===== src/rtl/id_ex_pipe_pkg.sv =====
// Shared decode definitions for the RV32 core: ALUOp classes, opcodes,
// mux select values, width defaults and the ID/EX control bundle.
package id_ex_pipe_pkg;

    localparam int DATA_W_DEF = 32;
    localparam int REG_AW_DEF = 5;
    localparam int FUNCT_W    = 10;

    // ALU operation class handed from the decoder to ALU-control
    localparam logic [1:0] OTHER_OP = 2'b00;  // address add for loads/stores, immediates
    localparam logic [1:0] B_OP     = 2'b01;  // branch compare
    localparam logic [1:0] R_OP     = 2'b10;  // register-register, decoded from funct

    // Major opcodes
    localparam logic [6:0] OPC_R      = 7'b0110011;
    localparam logic [6:0] OPC_I      = 7'b0010011;
    localparam logic [6:0] OPC_LOAD   = 7'b0000011;
    localparam logic [6:0] OPC_STORE  = 7'b0100011;
    localparam logic [6:0] OPC_BRANCH = 7'b1100011;
    localparam logic [6:0] OPC_JAL    = 7'b1101111;
    localparam logic [6:0] OPC_LUI    = 7'b0110111;

    // Write-back select (MemtoReg)
    localparam logic SEL_REG = 1'b0;
    localparam logic SEL_MEM = 1'b1;

    // Second ALU operand select (ALUSrc)
    localparam logic SEL_RS2 = 1'b0;
    localparam logic SEL_IMM = 1'b1;

    // Control bundle carried through ID/EX
    typedef struct packed {
        logic       reg_write;
        logic       mem_to_reg;
        logic       mem_read;
        logic       mem_write;
        logic       alu_src;
        logic [1:0] alu_op;
    } ctrl_t;

    localparam ctrl_t CTRL_NOP = '0;

    // A killed slot carries no side effects: every control bit is dropped.
    function automatic ctrl_t bubble_ctrl(input ctrl_t c, input logic kill);
        return kill ? CTRL_NOP : c;
    endfunction

    // True when a destination register is architecturally writable (x0 is not).
    function automatic logic rd_is_live(input logic [REG_AW_DEF-1:0] rd);
        return rd != '0;
    endfunction

endpackage


===== src/rtl/id_ex_pipe_load_use_detect.sv =====
// Load-use hazard compare between the load sitting in EX and the operands
// of the instruction in ID, plus the PC and IF/ID write enables.
module id_ex_pipe_load_use_detect
    import id_ex_pipe_pkg::*;
#(
    parameter int REG_AW = REG_AW_DEF
) (
    input  logic              ex_vld,
    input  logic              ex_mem_read,
    input  logic [REG_AW-1:0] ex_rd_addr,
    input  logic [REG_AW-1:0] id_rs1_addr,
    input  logic [REG_AW-1:0] id_rs2_addr,
    input  logic              hold,
    output logic              stall,
    output logic              pc_write,
    output logic              ifid_write
);

    logic rd_live;
    logic rs1_hit;
    logic rs2_hit;

    // Hazard compare: rs2 is checked for every format, so an I-type whose
    // immediate bits alias the load destination stalls one harmless cycle.
    always_comb begin
        rd_live    = (ex_rd_addr != '0);
        rs1_hit    = (ex_rd_addr == id_rs1_addr);
        rs2_hit    = (ex_rd_addr == id_rs2_addr);
        stall      = ex_vld & ex_mem_read & rd_live & (rs1_hit | rs2_hit);
        pc_write   = ~stall & ~hold;
        ifid_write = ~stall & ~hold;
    end

endmodule


===== src/rtl/id_ex_pipe.sv =====
// ID/EX pipeline register with the load-use hazard detector. A stall or a
// flush turns the captured slot into a bubble; hold freezes everything.
module id_ex_pipe
    import id_ex_pipe_pkg::*;
#(
    parameter int DATA_W = DATA_W_DEF,
    parameter int REG_AW = REG_AW_DEF
) (
    input  logic              clk_i,
    input  logic              rst_i,
    input  logic              hold_i,
    input  logic              flush_i,
    input  logic              RegWrite_i,
    input  logic              MemtoReg_i,
    input  logic              MemRead_i,
    input  logic              MemWrite_i,
    input  logic              ALUSrc_i,
    input  logic [1:0]        ALUOp_i,
    input  logic [DATA_W-1:0] RS1data_i,
    input  logic [DATA_W-1:0] RS2data_i,
    input  logic [DATA_W-1:0] Imm_i,
    input  logic [9:0]        funct_i,
    input  logic [REG_AW-1:0] RS1addr_i,
    input  logic [REG_AW-1:0] RS2addr_i,
    input  logic [REG_AW-1:0] RDaddr_i,
    output logic              RegWrite_o,
    output logic              MemtoReg_o,
    output logic              MemRead_o,
    output logic              MemWrite_o,
    output logic              ALUSrc_o,
    output logic [1:0]        ALUOp_o,
    output logic [DATA_W-1:0] RS1data_o,
    output logic [DATA_W-1:0] RS2data_o,
    output logic [DATA_W-1:0] Imm_o,
    output logic [9:0]        funct_o,
    output logic [REG_AW-1:0] RS1addr_o,
    output logic [REG_AW-1:0] RS2addr_o,
    output logic [REG_AW-1:0] RDaddr_o,
    output logic              valid_o,
    output logic              Stall_o,
    output logic              PCWrite_o,
    output logic              IFIDWrite_o
);

    ctrl_t             ctrl_p0;
    logic              kill_p0;
    logic              stall_p0;

    ctrl_t             ctrl_p1;
    logic [DATA_W-1:0] rs1_data_p1;
    logic [DATA_W-1:0] rs2_data_p1;
    logic [DATA_W-1:0] imm_p1;
    logic [9:0]        funct_p1;
    logic [REG_AW-1:0] rs1_addr_p1;
    logic [REG_AW-1:0] rs2_addr_p1;
    logic [REG_AW-1:0] rd_addr_p1;
    logic              vld_p1;

    // ---- ID stage (p0): decoder bundle and hazard decision ----
    always_comb begin
        ctrl_p0.reg_write  = RegWrite_i;
        ctrl_p0.mem_to_reg = MemtoReg_i;
        ctrl_p0.mem_read   = MemRead_i;
        ctrl_p0.mem_write  = MemWrite_i;
        ctrl_p0.alu_src    = ALUSrc_i;
        ctrl_p0.alu_op     = ALUOp_i;
        kill_p0            = flush_i | stall_p0;
    end

    id_ex_pipe_load_use_detect #(
        .REG_AW (REG_AW)
    ) u_load_use_detect (
        .ex_vld      (vld_p1),
        .ex_mem_read (ctrl_p1.mem_read),
        .ex_rd_addr  (rd_addr_p1),
        .id_rs1_addr (RS1addr_i),
        .id_rs2_addr (RS2addr_i),
        .hold        (hold_i),
        .stall       (stall_p0),
        .pc_write    (PCWrite_o),
        .ifid_write  (IFIDWrite_o)
    );

    // ---- ID/EX boundary (p1): reset, then hold, then bubble, else load ----
    always_ff @(posedge clk_i) begin
        if (rst_i) begin
            ctrl_p1     <= CTRL_NOP;
            rs1_data_p1 <= '0;
            rs2_data_p1 <= '0;
            imm_p1      <= '0;
            funct_p1    <= '0;
            rs1_addr_p1 <= '0;
            rs2_addr_p1 <= '0;
            rd_addr_p1  <= '0;
            vld_p1      <= 1'b0;
        end else if (!hold_i) begin
            ctrl_p1     <= bubble_ctrl(ctrl_p0, kill_p0);
            rs1_data_p1 <= RS1data_i;
            rs2_data_p1 <= RS2data_i;
            imm_p1      <= Imm_i;
            funct_p1    <= funct_i;
            rs1_addr_p1 <= RS1addr_i;
            rs2_addr_p1 <= RS2addr_i;
            rd_addr_p1  <= RDaddr_i;
            vld_p1      <= ~kill_p0;
        end
    end

    // ---- EX stage view of the registered slot ----
    always_comb begin
        RegWrite_o = ctrl_p1.reg_write;
        MemtoReg_o = ctrl_p1.mem_to_reg;
        MemRead_o  = ctrl_p1.mem_read;
        MemWrite_o = ctrl_p1.mem_write;
        ALUSrc_o   = ctrl_p1.alu_src;
        ALUOp_o    = ctrl_p1.alu_op;
        RS1data_o  = rs1_data_p1;
        RS2data_o  = rs2_data_p1;
        Imm_o      = imm_p1;
        funct_o    = funct_p1;
        RS1addr_o  = rs1_addr_p1;
        RS2addr_o  = rs2_addr_p1;
        RDaddr_o   = rd_addr_p1;
        valid_o    = vld_p1;
        Stall_o    = stall_p0;
    end

endmodule

===== config.mk =====
export PLATFORM = sky130hd
export DESIGN_NAME = id_ex_pipe
export DESIGN_NICKNAME = d
export VERILOG_FILES = /design/src/rtl/id_ex_pipe_pkg.sv /design/src/rtl/id_ex_pipe_load_use_detect.sv /design/src/rtl/id_ex_pipe.sv
export SDC_FILE = /design/constraint.sdc
export NUM_CORES = 1
export LEC_CHECK = 0
export ABC_AREA = 1
export CAP_MARGIN = 10
export CORE_MARGIN = 5
export CORE_UTILIZATION = 40
export DETAILED_ROUTE_END_ITERATION = 12
export PLACE_DENSITY = 0.84
export SLEW_MARGIN = 20
export SYNTH_ARGS = -nofsm -noshare
export SYNTH_HDL_FRONTEND = slang
export SYNTH_SLANG_ARGS = --single-unit
export TNS_END_PERCENT = 20

===== constraint.sdc =====
create_clock -name clk_i -period 2.8 [get_ports clk_i]
set_input_delay 0.84 -clock clk_i [delete_from_list [all_inputs] [get_ports clk_i]]
set_output_delay 0.84 -clock clk_i [all_outputs]
set_load 0.005 [all_outputs]

==> results of run 1 <==
cells in the final DEF, fill, tap and decap left out, types with 3 or more instances in the layout:
cell type        count
nand2_2              3
clkdlybuf4s50_1    248
nand3_1              4
nand4_1              7
a211oi_1            12
inv_1               14
clkbuf_8             8
clkbuf_16           17
buf_4               13
dlygate4sd2_1       10
nand2_1            246
buf_12               4
a21oi_1            117
dfxtp_1            129
nor2_1              17
per-layer routing:
layer / share of wire [%] / vias up
met5: 0 / -
li1: - / 2439
met2: 50 / 199
met1: 37 / 2228
met3: 9.4 / 37
met4: 3.3 / 0
area by class of cell:
cell class	instances	area share (%)
multi-input combinational	413	22.65
sequential	129	32.16
tap	143	2.228
inverter	17	0.8258
clock buffer	26	6.715
clock inverter	4	0.8725
timing repair buffer	278	34.54
flip-flops by register name, indices dropped and copies added (netlist names), 2 cells and up:
register / count
RS2addr_o: 5
RS2data_o: 32
funct_o: 10
RS1data_o: 32
Imm_o: 32
RS1addr_o: 5
ALUOp_o: 2
RDaddr_o: 5
worst max-delay path: cells and delay by family:
kind	cells	cell delay, ns
buffers and inverters	3	0.53
and+or+nand+nor	7	0.54
stage by stage:
step                hold WS [ns]   TNS (ns)  power, mW  area, sq um
floorplan                 0.4527          0      2.250         4631
global placement          0.4445     -1.259      2.696         7402
detailed placement        0.4529     -1.467      2.713         7402
CTS                       0.4625          0      4.945         8006
global route              0.4780  -0.007297      5.088         8030
finish                    0.4612          0      4.893         8030
logic make-up after synthesis:
| family | Yosys count | synth area share (%) |
|---|---|---|
| simple gates | 282 | 23.56 |
| flops | 129 | 55.77 |
| compound gates | 129 | 14.59 |
| xor+xnor | 2 | 0.3783 |
| buf+inv | 60 | 5.701 |
power breakdown:
part | switching [mW] | total (mW) | internal [mW]
Combinational | 0.265 | 0.677 | 0.412
Clock | 0.729 | 2.22 | 1.49
Sequential | 0.0569 | 2.00 | 1.94
Total | 1.05 | 4.89 | 3.84
cell usage after synthesis (all sizes together):
master  count
nand2     250
dfxtp     129
a21oi     117
buf        30
nor2       19
inv        16
clkbuf     13
a211oi     12
nand4       7
nand3       5
xnor2       2
clkinv      1
nor3        1
repair_timing:
item	in CTS	in global routing
hold buffers	0	0
gates resized for setup	22	8
setup endpoints to repair	3	2
hold endpoints to repair	0	0
pin swaps	6	6
worst paths after layout:
path,from,to,slack (ns)
worst max register to register,RDaddr_o[1],valid_o,1.33
worst min-delay path,RS1data_o[30],RS1data_o[30],0.46
worst min register to register,RS1data_o[30],RS1data_o[30],0.46
worst max-delay path,RS2addr_i[0],IFIDWrite_o,0.04
==> impl_metrics.ini, run 1 <==
[synthesis]
avgSynthCellArea_sq_um = 7.692
synth_warnings = 0
syn_inst = 602
synthesis.nets = 734
yosysTopAreaCellShare_pct = 55.77
ys_ff_latch = 129
seq_area_frac_synth_pct = 55.77
ys_types = 16
syn_area_sq_um = 4631
synth_top_area_cell = dfxtp_1
ys_top_cells_by_area = dfxtp_1 56%, nand2_1 20%, a21oi_1 13%

[worst_setup_path]
cp_data_arrival_time_ns = 1.92
crit_type = input port to output pin
cp_cell_sequence = dlygate4sd2_1 -> nor2_1 -> nor2_1 -> nor2_1 -> nand3_2 -> nand2_2 -> nand2_4 -> inv_2 -> nor2_4 -> clkdlybuf4s15_2
worstPathMaxFanout = 3
required_ns = 1.96
max_stage_delay_ns = 0.25
reg2regPathDepth = 10
crit_slowest_cell = dlygate4sd2_1
endpoint_kind = output pin
crit_top_cell = nor2_1
critPathLaunchType = input port

[layout]
area_growth_pct = 73.41
drive_gt1_share_pct = 6.805
register_area_sq_um = 2582
antennaDiodeCount = 0
fin_util_pct = 70.63
n_fill_cell = 918
multiInputGateArea_sq_um = 1819
stdcell_count = 1010
nets = 988

[timing]
setup_viol = 0
hold_violations = 0
min_period_ns = 2.759
fin_crit_sh_pct = 98.55
fin_ws_ns = 0.04069
drv_slew = 0
slew_headroom_pct = 61.71
max_freq_ghz = 0.3624
skew_ns = 0.004891
tightest_slew_ns = 0.5743

[floorplan]
dieWidth_um = 117.6
core_region_area_sq_um = 11370
boundaryPins = 264
die_area_sq_um = 13830
std_cell_rows = 39
start_util_pct = 40.73
die-height_um = 117.6

[routing]
routed_wl_um = 15390
postRouteAntennaNets = 0
route.detailed.drc = 0
drt_pass1_iterations = 4
first_iter_violations = 362
routed-via-count = 4903
vias_per_cell = 4.854
post_drt_wl_per_cell_um = 15.24

[cts]
cts_buffer_depth = 2
numClockSinks = 129
cts_tree = done
clk_latency_ns = 0.40
path_clk_slew_ns = 0.05
htree_levels = 4
numCtsBuffers = 17
postCtsSetupBuffers = 0
cts_root_buf = clkbuf_16

[grt]
grt_pass1_wl_um = 24280
top_usage_layer = met2
grt_start_max_net_pins = 128
use_met1_pct = 22.51
grt-ovfl-total = 0
grt_use_total_pct = 21.55
antenna_found_initial = 0
grtUsageMet3_pct = 8.554
grt_util_met2_pct = 37.27
first_global_vias = 4835

[worst_hold_path]
hold_path.class = flop to flop
hold_depth = 2

[placement]
dp_hpwl_um = 10910
port_buffers = 263
dp_slack_ns = -0.5046
dp.cells = 980
gp_congestion = 0.8162

[power_and_ir_drop]
powerDensity_nw_per_um2 = 609.3
ir_drop_mv = 0.4022
leakage_nw = 3.203

[outcome]
status = completed

[run]
drv_cap = 0
Power figures use the tool's default switching activity.
==> run 2, diff against run 1 <==
--- a/config.mk
+++ b/config.mk
@@ -10,6 +10,7 @@
 export CORE_MARGIN = 5
 export CORE_UTILIZATION = 40
 export DETAILED_ROUTE_END_ITERATION = 12
+export GPL_ROUTABILITY_DRIVEN = 1
 export PLACE_DENSITY = 0.84
 export SLEW_MARGIN = 20
 export SYNTH_ARGS = -nofsm -noshare
==> results of run 2 <==
Final layout, timing and power as in run 1 (identical DEF).
